### src/rtl/z_alu_issue.sv
// Issue/writeback controller for an external combinational z_ALU: one MIPS instruction
// in flight at a time. It handles register writeback, branch resolution and a
// load/store handshake to data memory.
module z_alu_issue #(
    parameter int MEM_TIMEOUT = 16
) (
    input  logic        clk,
    input  logic        rst,
    input  logic        ins_valid,
    output logic        ins_ready,
    input  logic [31:0] ins,
    input  logic [31:0] ins_pc,
    output logic [31:0] alu_a,
    output logic [31:0] alu_b,
    output logic [4:0]  alu_shamt,
    output logic [31:0] alu_ins,
    input  logic [31:0] alu_out,
    input  logic        alu_zero,
    output logic        mem_req,
    output logic        mem_we,
    output logic [31:0] mem_addr,
    output logic [31:0] mem_wdata,
    input  logic        mem_ack,
    input  logic [31:0] mem_rdata,
    output logic        br_valid,
    output logic        br_taken,
    output logic [31:0] br_target,
    output logic        done,
    output logic        err,
    input  logic        dbg_we,
    input  logic [4:0]  dbg_addr,
    input  logic [31:0] dbg_wdata,
    input  logic [4:0]  dbg_raddr,
    output logic [31:0] dbg_rdata
);
    localparam int CW = $clog2(MEM_TIMEOUT) + 1;

    typedef enum logic [1:0] {S_IDLE, S_DECODE, S_EXEC, S_MEM} state_t;

    state_t        state, state_nx;
    logic [31:0]   regs [32];
    logic [31:0]   ins_q, pc_q;
    logic [CW-1:0] wait_cnt;

    logic [5:0]  opcode;
    logic [4:0]  rs, rt, rd;
    logic [15:0] imm;
    logic        op_r, op_beq, op_bne, op_addiu, op_andi, op_lw, op_sw;
    logic        op_ok, op_mem, op_br, timeout;

    assign opcode   = ins_q[31:26];
    assign rs       = ins_q[25:21];
    assign rt       = ins_q[20:16];
    assign rd       = ins_q[15:11];
    assign imm      = ins_q[15:0];
    assign op_r     = (opcode == 6'h00);
    assign op_beq   = (opcode == 6'h04);
    assign op_bne   = (opcode == 6'h05);
    assign op_addiu = (opcode == 6'h09);
    assign op_andi  = (opcode == 6'h0C);
    assign op_lw    = (opcode == 6'h23);
    assign op_sw    = (opcode == 6'h2B);
    assign op_mem   = op_lw | op_sw;
    assign op_br    = op_beq | op_bne;
    assign op_ok    = op_r | op_br | op_addiu | op_andi | op_mem;
    assign timeout  = (wait_cnt == CW'(MEM_TIMEOUT - 1));

    assign ins_ready = (state == S_IDLE);
    assign dbg_rdata = regs[dbg_raddr];

    always_ff @(posedge clk or posedge rst) begin
        if (rst) state <= S_IDLE;
        else     state <= state_nx;
    end

    always_comb begin
        state_nx = state;
        case (state)
            S_IDLE:   if (ins_valid) state_nx = S_DECODE;
            S_DECODE: state_nx = op_ok ? S_EXEC : S_IDLE;
            S_EXEC:   state_nx = op_mem ? S_MEM : S_IDLE;
            S_MEM:    if (mem_ack || timeout) state_nx = S_IDLE;
            default:  state_nx = S_IDLE;
        endcase
    end

    // Single register-file write port: debug preload only in IDLE, otherwise retirement.
    logic        rf_we;
    logic [4:0]  rf_wa;
    logic [31:0] rf_wd;

    always_comb begin
        rf_we = 1'b0;
        rf_wa = '0;
        rf_wd = '0;
        case (state)
            S_IDLE: begin
                rf_we = dbg_we;
                rf_wa = dbg_addr;
                rf_wd = dbg_wdata;
            end
            S_EXEC: begin
                rf_we = op_r | op_addiu | op_andi;
                rf_wa = op_r ? rd : rt;
                rf_wd = alu_out;
            end
            S_MEM: begin
                rf_we = mem_ack & op_lw;
                rf_wa = rt;
                rf_wd = mem_rdata;
            end
            default: ;
        endcase
    end

    always_ff @(posedge clk or posedge rst) begin
        if (rst) begin
            for (int i = 0; i < 32; i++) regs[i] <= '0;
        end else if (rf_we && rf_wa != 5'd0) begin
            regs[rf_wa] <= rf_wd;
        end
    end

    always_ff @(posedge clk or posedge rst) begin
        if (rst) begin
            ins_q     <= '0;
            pc_q      <= '0;
            alu_a     <= '0;
            alu_b     <= '0;
            alu_shamt <= '0;
            alu_ins   <= '0;
            mem_req   <= 1'b0;
            mem_we    <= 1'b0;
            mem_addr  <= '0;
            mem_wdata <= '0;
            wait_cnt  <= '0;
            br_valid  <= 1'b0;
            br_taken  <= 1'b0;
            br_target <= '0;
            done      <= 1'b0;
            err       <= 1'b0;
        end else begin
            br_valid <= 1'b0;
            done     <= 1'b0;
            err      <= 1'b0;
            mem_req  <= (state_nx == S_MEM);
            case (state)
                S_IDLE: begin
                    if (ins_valid) begin
                        ins_q <= ins;
                        pc_q  <= ins_pc;
                    end
                end
                S_DECODE: begin
                    if (op_ok) begin
                        alu_ins   <= ins_q;
                        alu_shamt <= ins_q[10:6];
                        alu_a     <= regs[rs];
                        if (op_r || op_br)          alu_b <= regs[rt];
                        else if (op_andi)           alu_b <= {16'h0000, imm};
                        else                        alu_b <= {{16{imm[15]}}, imm};
                    end else begin
                        err <= 1'b1;
                    end
                end
                S_EXEC: begin
                    wait_cnt <= '0;
                    if (op_mem) begin
                        mem_addr  <= alu_out;
                        mem_we    <= op_sw;
                        mem_wdata <= regs[rt];
                    end else begin
                        done <= 1'b1;
                    end
                    if (op_br) begin
                        br_valid  <= 1'b1;
                        br_taken  <= op_beq ? alu_zero : ~alu_zero;
                        br_target <= pc_q + 32'd4 + {{14{imm[15]}}, imm, 2'b00};
                    end
                end
                S_MEM: begin
                    if (mem_ack)      done <= 1'b1;
                    else if (timeout) err  <= 1'b1;
                    else              wait_cnt <= wait_cnt + 1'b1;
                end
                default: ;
            endcase
        end
    end

endmodule

### config.mk
export PLATFORM = sky130hd
export DESIGN_NAME = z_alu_issue
export DESIGN_NICKNAME = d
export VERILOG_FILES = /design/src/rtl/z_alu_issue.sv
export SDC_FILE = /design/constraint.sdc
export NUM_CORES = 2
export LEC_CHECK = 0
export ABC_AREA = 0
export BUFFER_PORTS_ARGS = -buffer_cell sky130_fd_sc_hd__buf_4
export CAP_MARGIN = 20
export CORE_AREA = 2 2 431 433
export CTS_CLUSTER_SIZE = 10
export DETAILED_ROUTE_END_ITERATION = 10
export DIE_AREA = 0 0 433 435
export PLACE_DENSITY = 0.56
export RECOVER_POWER = 50
export SLEW_MARGIN = 20
export SYNTH_ARGS = -nofsm -noshare
export SYNTH_HDL_FRONTEND = slang
export SYNTH_SLANG_ARGS = --single-unit
### constraint.sdc
create_clock -name clk -period 152.9 [get_ports clk]
set_clock_uncertainty 0.15 [all_clocks]
set_input_delay 45.87 -clock clk [delete_from_list [all_inputs] [get_ports clk]]
set_output_delay 45.87 -clock clk [all_outputs]
set_load 0.01 [all_outputs]
# After elaboration in Yosys (flattened, before gate mapping)
# Index checks and enable logic that the tools add are counted.
[totals]
inputBits = 176
latchBits = 0
mem_bits_ro = 0
mem_bits_rw = 0
elab_cells = 133
memories = 0
reg_bits = 1298
[op_classes]
div_mod_pow = 0
n_reduce_logical = 13
mul = 0
n_eq_ne = 13
mux = 36
n_addsub = 3
bitwise = 14
order_cmp = 5
shifts = 0
[op_table]
columns = ["op", "n"]
rows = [
  ["$bwmux 1024", 1],
  ["$bmux 32 s5", 3],
  ["$mux 32", 9],
  ["$demux 32 s5", 1],
  ["$pmux 32 s3", 1],
  ["$add 32x3->32 const B", 1],
  ["$add 32x32->32", 1],
  ["$ge 6x6->1 const B", 4],
  ["$not 5->6", 4],
  ["$mux 5", 3],
  ["$pmux 5 s3", 1],
  ["$eq 6x3->1 const B", 2],
  ["$eq 6x4->1 const B", 2],
  ["$eq 6x6->1 const B", 2],
  ["$pmux 5 s2", 1],
  ["$mux 1", 8],
  ["$mux 2", 4],
  ["$or 1x1->1", 8],
  ["$pmux 2 s4", 1],
  ["$reduce_and 2->1", 4],
  ["$eq 2x2->1 const B", 3],
  ["$logic_not 6->1", 1],
  ["$lt 6x1->1 const B", 1],
  ["$add 5x1->5 const B", 1],
  ["13 further kinds", 17],
]

# Longest topological paths before layout
[depth]
ltp_word = 9
depth_mapped = 12

# Worst setup path after synthesis
# No wires, ideal clock.
[synth_timing]
path_type = "input -> output"
startpoint = "in dbg_raddr[0]"
endpoint = "out dbg_rdata[0]"
t_arrival_ps = 48305
path_slack_ps = 58575
cell_stages = 6
cell_sequence = "clkbuf_1 buf_1 buf_1 mux4_2 mux4_2 mux2_2"
[synth_between]
elab_chain_len = 4
[synth_lines]
columns = ["element", "line", "text"]
rows = [
  ["from (decl)", "33", "input logic [4:0] dbg_raddr,"],
  ["$not 5->6 (not written as such)", "69", "assign dbg_rdata = regs[dbg_raddr];"],
  ["$bmux 32 s5", "69", ""],
  ["$mux 32 (not written as such) (2 in a row)", "69", ""],
  ["to (decl)", "34", "output logic [31:0] dbg_rdata"],
]
# Every way passes these cells. The select of a mux whose other input is x is not followed.

# Final worst setup path
[layout_timing]
startpoint = "in dbg_raddr[0]"
endpoint = "out dbg_rdata[30]"
# The elaborated chain is that of the path after synthesis.

==> flow_metrics.env <==
export IMPL_cts_resized=0
export IMPL_routedWlPerCell_um=29.19
export IMPL_cp_max_fo=96
export IMPL_ys_seq_area_share_pct=44.34
export IMPL_drive_gt1_share_pct=27.72
export IMPL_placedCellCount=8335
export IMPL_nFillCells=17090
export IMPL_avgViaCountPerCell=6.133
export IMPL_p_total_mw=1.574
export IMPL_mostFrequentLayoutCell="dfrtp_1"
export IMPL_track_usage_pct=26.52
export IMPL_drt_iter0_drc=5421
export IMPL_p_leak_nw=33.53
export IMPL_fmax_mhz=10.43
export IMPL_grt_pass1_wl_um=365500
export IMPL_status="finished, violations left"
export IMPL_io_buffers=411
export IMPL_yosysWarnings=0
export IMPL_final_cell_mix="dfrtp_1, mux4_2, nand2_1"
export IMPL_synthDistinctLibCells=72
export IMPL_post_route_drc_count=0
export IMPL_crit_type="input port to output pin"
export IMPL_max_stage_delay_ps=890
export IMPL_async_flop_share_pct=100.0
export IMPL_synth_nets=6189
export IMPL_r2r_cells=4
export IMPL_finalCritPeriodShare_pct=62.71
export IMPL_nNetsFinal=6246
export IMPL_p_per_area_nw_per_um2=19.42
export IMPL_drt_pass1_iterations=5
export IMPL_rsz0062_at_grt="false"
export IMPL_core_area_um2=184000
export IMPL_holdCritPathClass="register to register"
export IMPL_syn_to_final_growth_pct=11.05
export IMPL_vdd_drop_max_mv=0.01325
export IMPL_slew_viol_final=1862
export IMPL_fin_tns_setup_ps=0
export IMPL_initial_core_util_pct=39.65
export IMPL_grt_ovfl_total=0
export IMPL_clk_pin_slew_ps=50
export IMPL_cts_path_max_buffers=3
export IMPL_layout_cells_non_filler=8543
export IMPL_worstSkewPairLatency_ps=820
export IMPL_syn_cell_area_um2=72970
export IMPL_grt_start_max_net_pins=165
export IMPL_die_w_um=433
export IMPL_grt_antenna_before_repair=4
export IMPL_tightest_slew_ps=8564
export IMPL_cts_tree="built"
export IMPL_critical_path_required_ps=106880
export IMPL_end_kind="output pin"
export IMPL_finalWorstPathRequiredPeriod_ps=95890
export IMPL_dp_hpwl_um=150100
export IMPL_setup_viol=0
export IMPL_synth_main_ff_cell="dfrtp_1"
export IMPL_synth_edf_count=0
export IMPL_grt_pass1_vias=51620
export IMPL_dieHeight_um=435
export IMPL_cts_buffers=152
export IMPL_maxCapViolations=40
export IMPL_cts_setup_buffers=0
export IMPL_htree_levels=4
export IMPL_cpMaxStageDelayCell="buf_4"
export IMPL_clockRootBuffer="clkbuf_16"
export IMPL_syn_inst=5953
export IMPL_rows=158
export IMPL_placed_cell_area_um2=77890
export IMPL_relSlewSlack_pct=-470.9
export IMPL_die_area_um2=188400
export IMPL_clock_sinks=1293
export IMPL_hold_depth=0
export IMPL_path_cells="buf_8 > buf_12 > buf_4 > mux4_2 > mux4_2 > mux2_2 > buf_4"
export IMPL_ant_nets=0
export IMPL_io_pins=412
export IMPL_gp_congestion=0.9085
export IMPL_postCtsHoldBufs=0
export IMPL_cp_arrival_ps=49870
export IMPL_totalWireLength_um=249400
export IMPL_worstSetupStartpointType="input port"
export IMPL_failed_checks="max-capacitance violations, max-slew violations"
export IMPL_vias=52390
export IMPL_final_area_um2=81040
export IMPL_hold_viol_final=0
export IMPL_syn_area_per_cell_um2=12.26
export IMPL_synth_seq_cells=1293
critical path, delay by kind of cell:
family                 cells  cell delay (ps)
buffers and inverters      4             2330
muxes                      3             1460
flip-flops by register name, indices dropped and copies added (netlist names), 28 cells and up:
name	cells
ins_q	32
mem_addr	32
br_target	32
regs	1024
alu_ins	28
mem_wdata	32
alu_a	32
alu_b	32
pc_q	32
synth_stat cells, types with 6 or more instances:
master    count  area [µm²]
dfrtp_1    1293       32360
mux4_2      960       21620
nand2_1     839        3149
nor2_1      495        1858
a21oi_1     482        2412
o21ai_0     475        2377
clkbuf_1    415        1558
o21ai_1     187       935.9
mux2_2      127        1430
buf_2       108       540.5
mux2i_1      97       970.9
buf_1        95       356.6
o21ai_2      63       551.8
ha_1         59       738.2
inv_1        17       63.81
o22a_1       17       148.9
a21o_1       15       112.6
buf_6        15       168.9
or3_1        13       81.33
xor2_1       13       113.9
xnor2_1      11       96.34
nand4_1       9       56.30
nor3_1        9       45.04
o21a_1        9       67.56
and2_1        7       43.79
buf_4         7       52.55
nor3_4        7       113.9
and3_1        6       37.54
nand2b_1      6       37.54
nand3_1       6       30.03
nor2b_1       6       37.54
o31ai_1       6       45.04
or4_1         6       45.04
cells by family after synthesis:
logic type,synth area share (%)
mux,32.92
xor+xnor,0.2881
flops,44.34
buf+inv,3.760
compound gates,9.717
simple gates,7.920
fa+ha+maj,1.053
where the power goes:
part,internal [mW],leakage (nW),switching [mW]
combinational,0.331,14.4,0.304
sequential,0.467,17.1,0.141
clock,0.186,2.10,0.146
total,0.983,33.5,0.591
area by class of cell:
cell class	count	area (µm²)	area share [%]
flip-flops and latches	1293	32400	39.98
well taps	2480	3103	3.829
repair buffers	543	3256	4.018
multi-input cells	4002	37900	46.76
clock inverters	18	232.7	0.2872
clock buffers	187	4078	5.032
inverters	18	68.82	0.08492
diodes	2	5.005	0.006176
routing by layer:
metal  wire (µm)  GRT usage (%)
met5          13              0
met4        9681          9.486
met3       21510          5.514
met2      116400          41.45
met1      101800          36.70
stage by stage:
step | setup WS [ps] | hold WS, ps | utilization [%]
4_1_cts | 56920 | 267.7 | 44.66
3_3_place_gp | 56990 | 247.2 | 42.32
6_report | 57010 | 264.9 | 44.03
5_1_grt | 56690 | 280.1 | 44.03
3_5_place_dp | 56930 | 252.8 | 42.32
2_1_floorplan | 58580 | 284.8 | -
worst paths after layout:
kind / startpoint / end / slack [ps]
worst max-delay path: dbg_raddr[0] / dbg_rdata[30] / 57010
worst min-delay path: regs[1004] / regs[1004] / 260
worst max register to register: state[1] / alu_a[5] / 143020
worst min register to register: regs[1004] / regs[1004] / 260
max in group asynchronous: rst / regs[338] / 93840
min in group asynchronous: rst / alu_ins[30] / 46350
No activity file was read; power rests on OpenSTA's default activity.
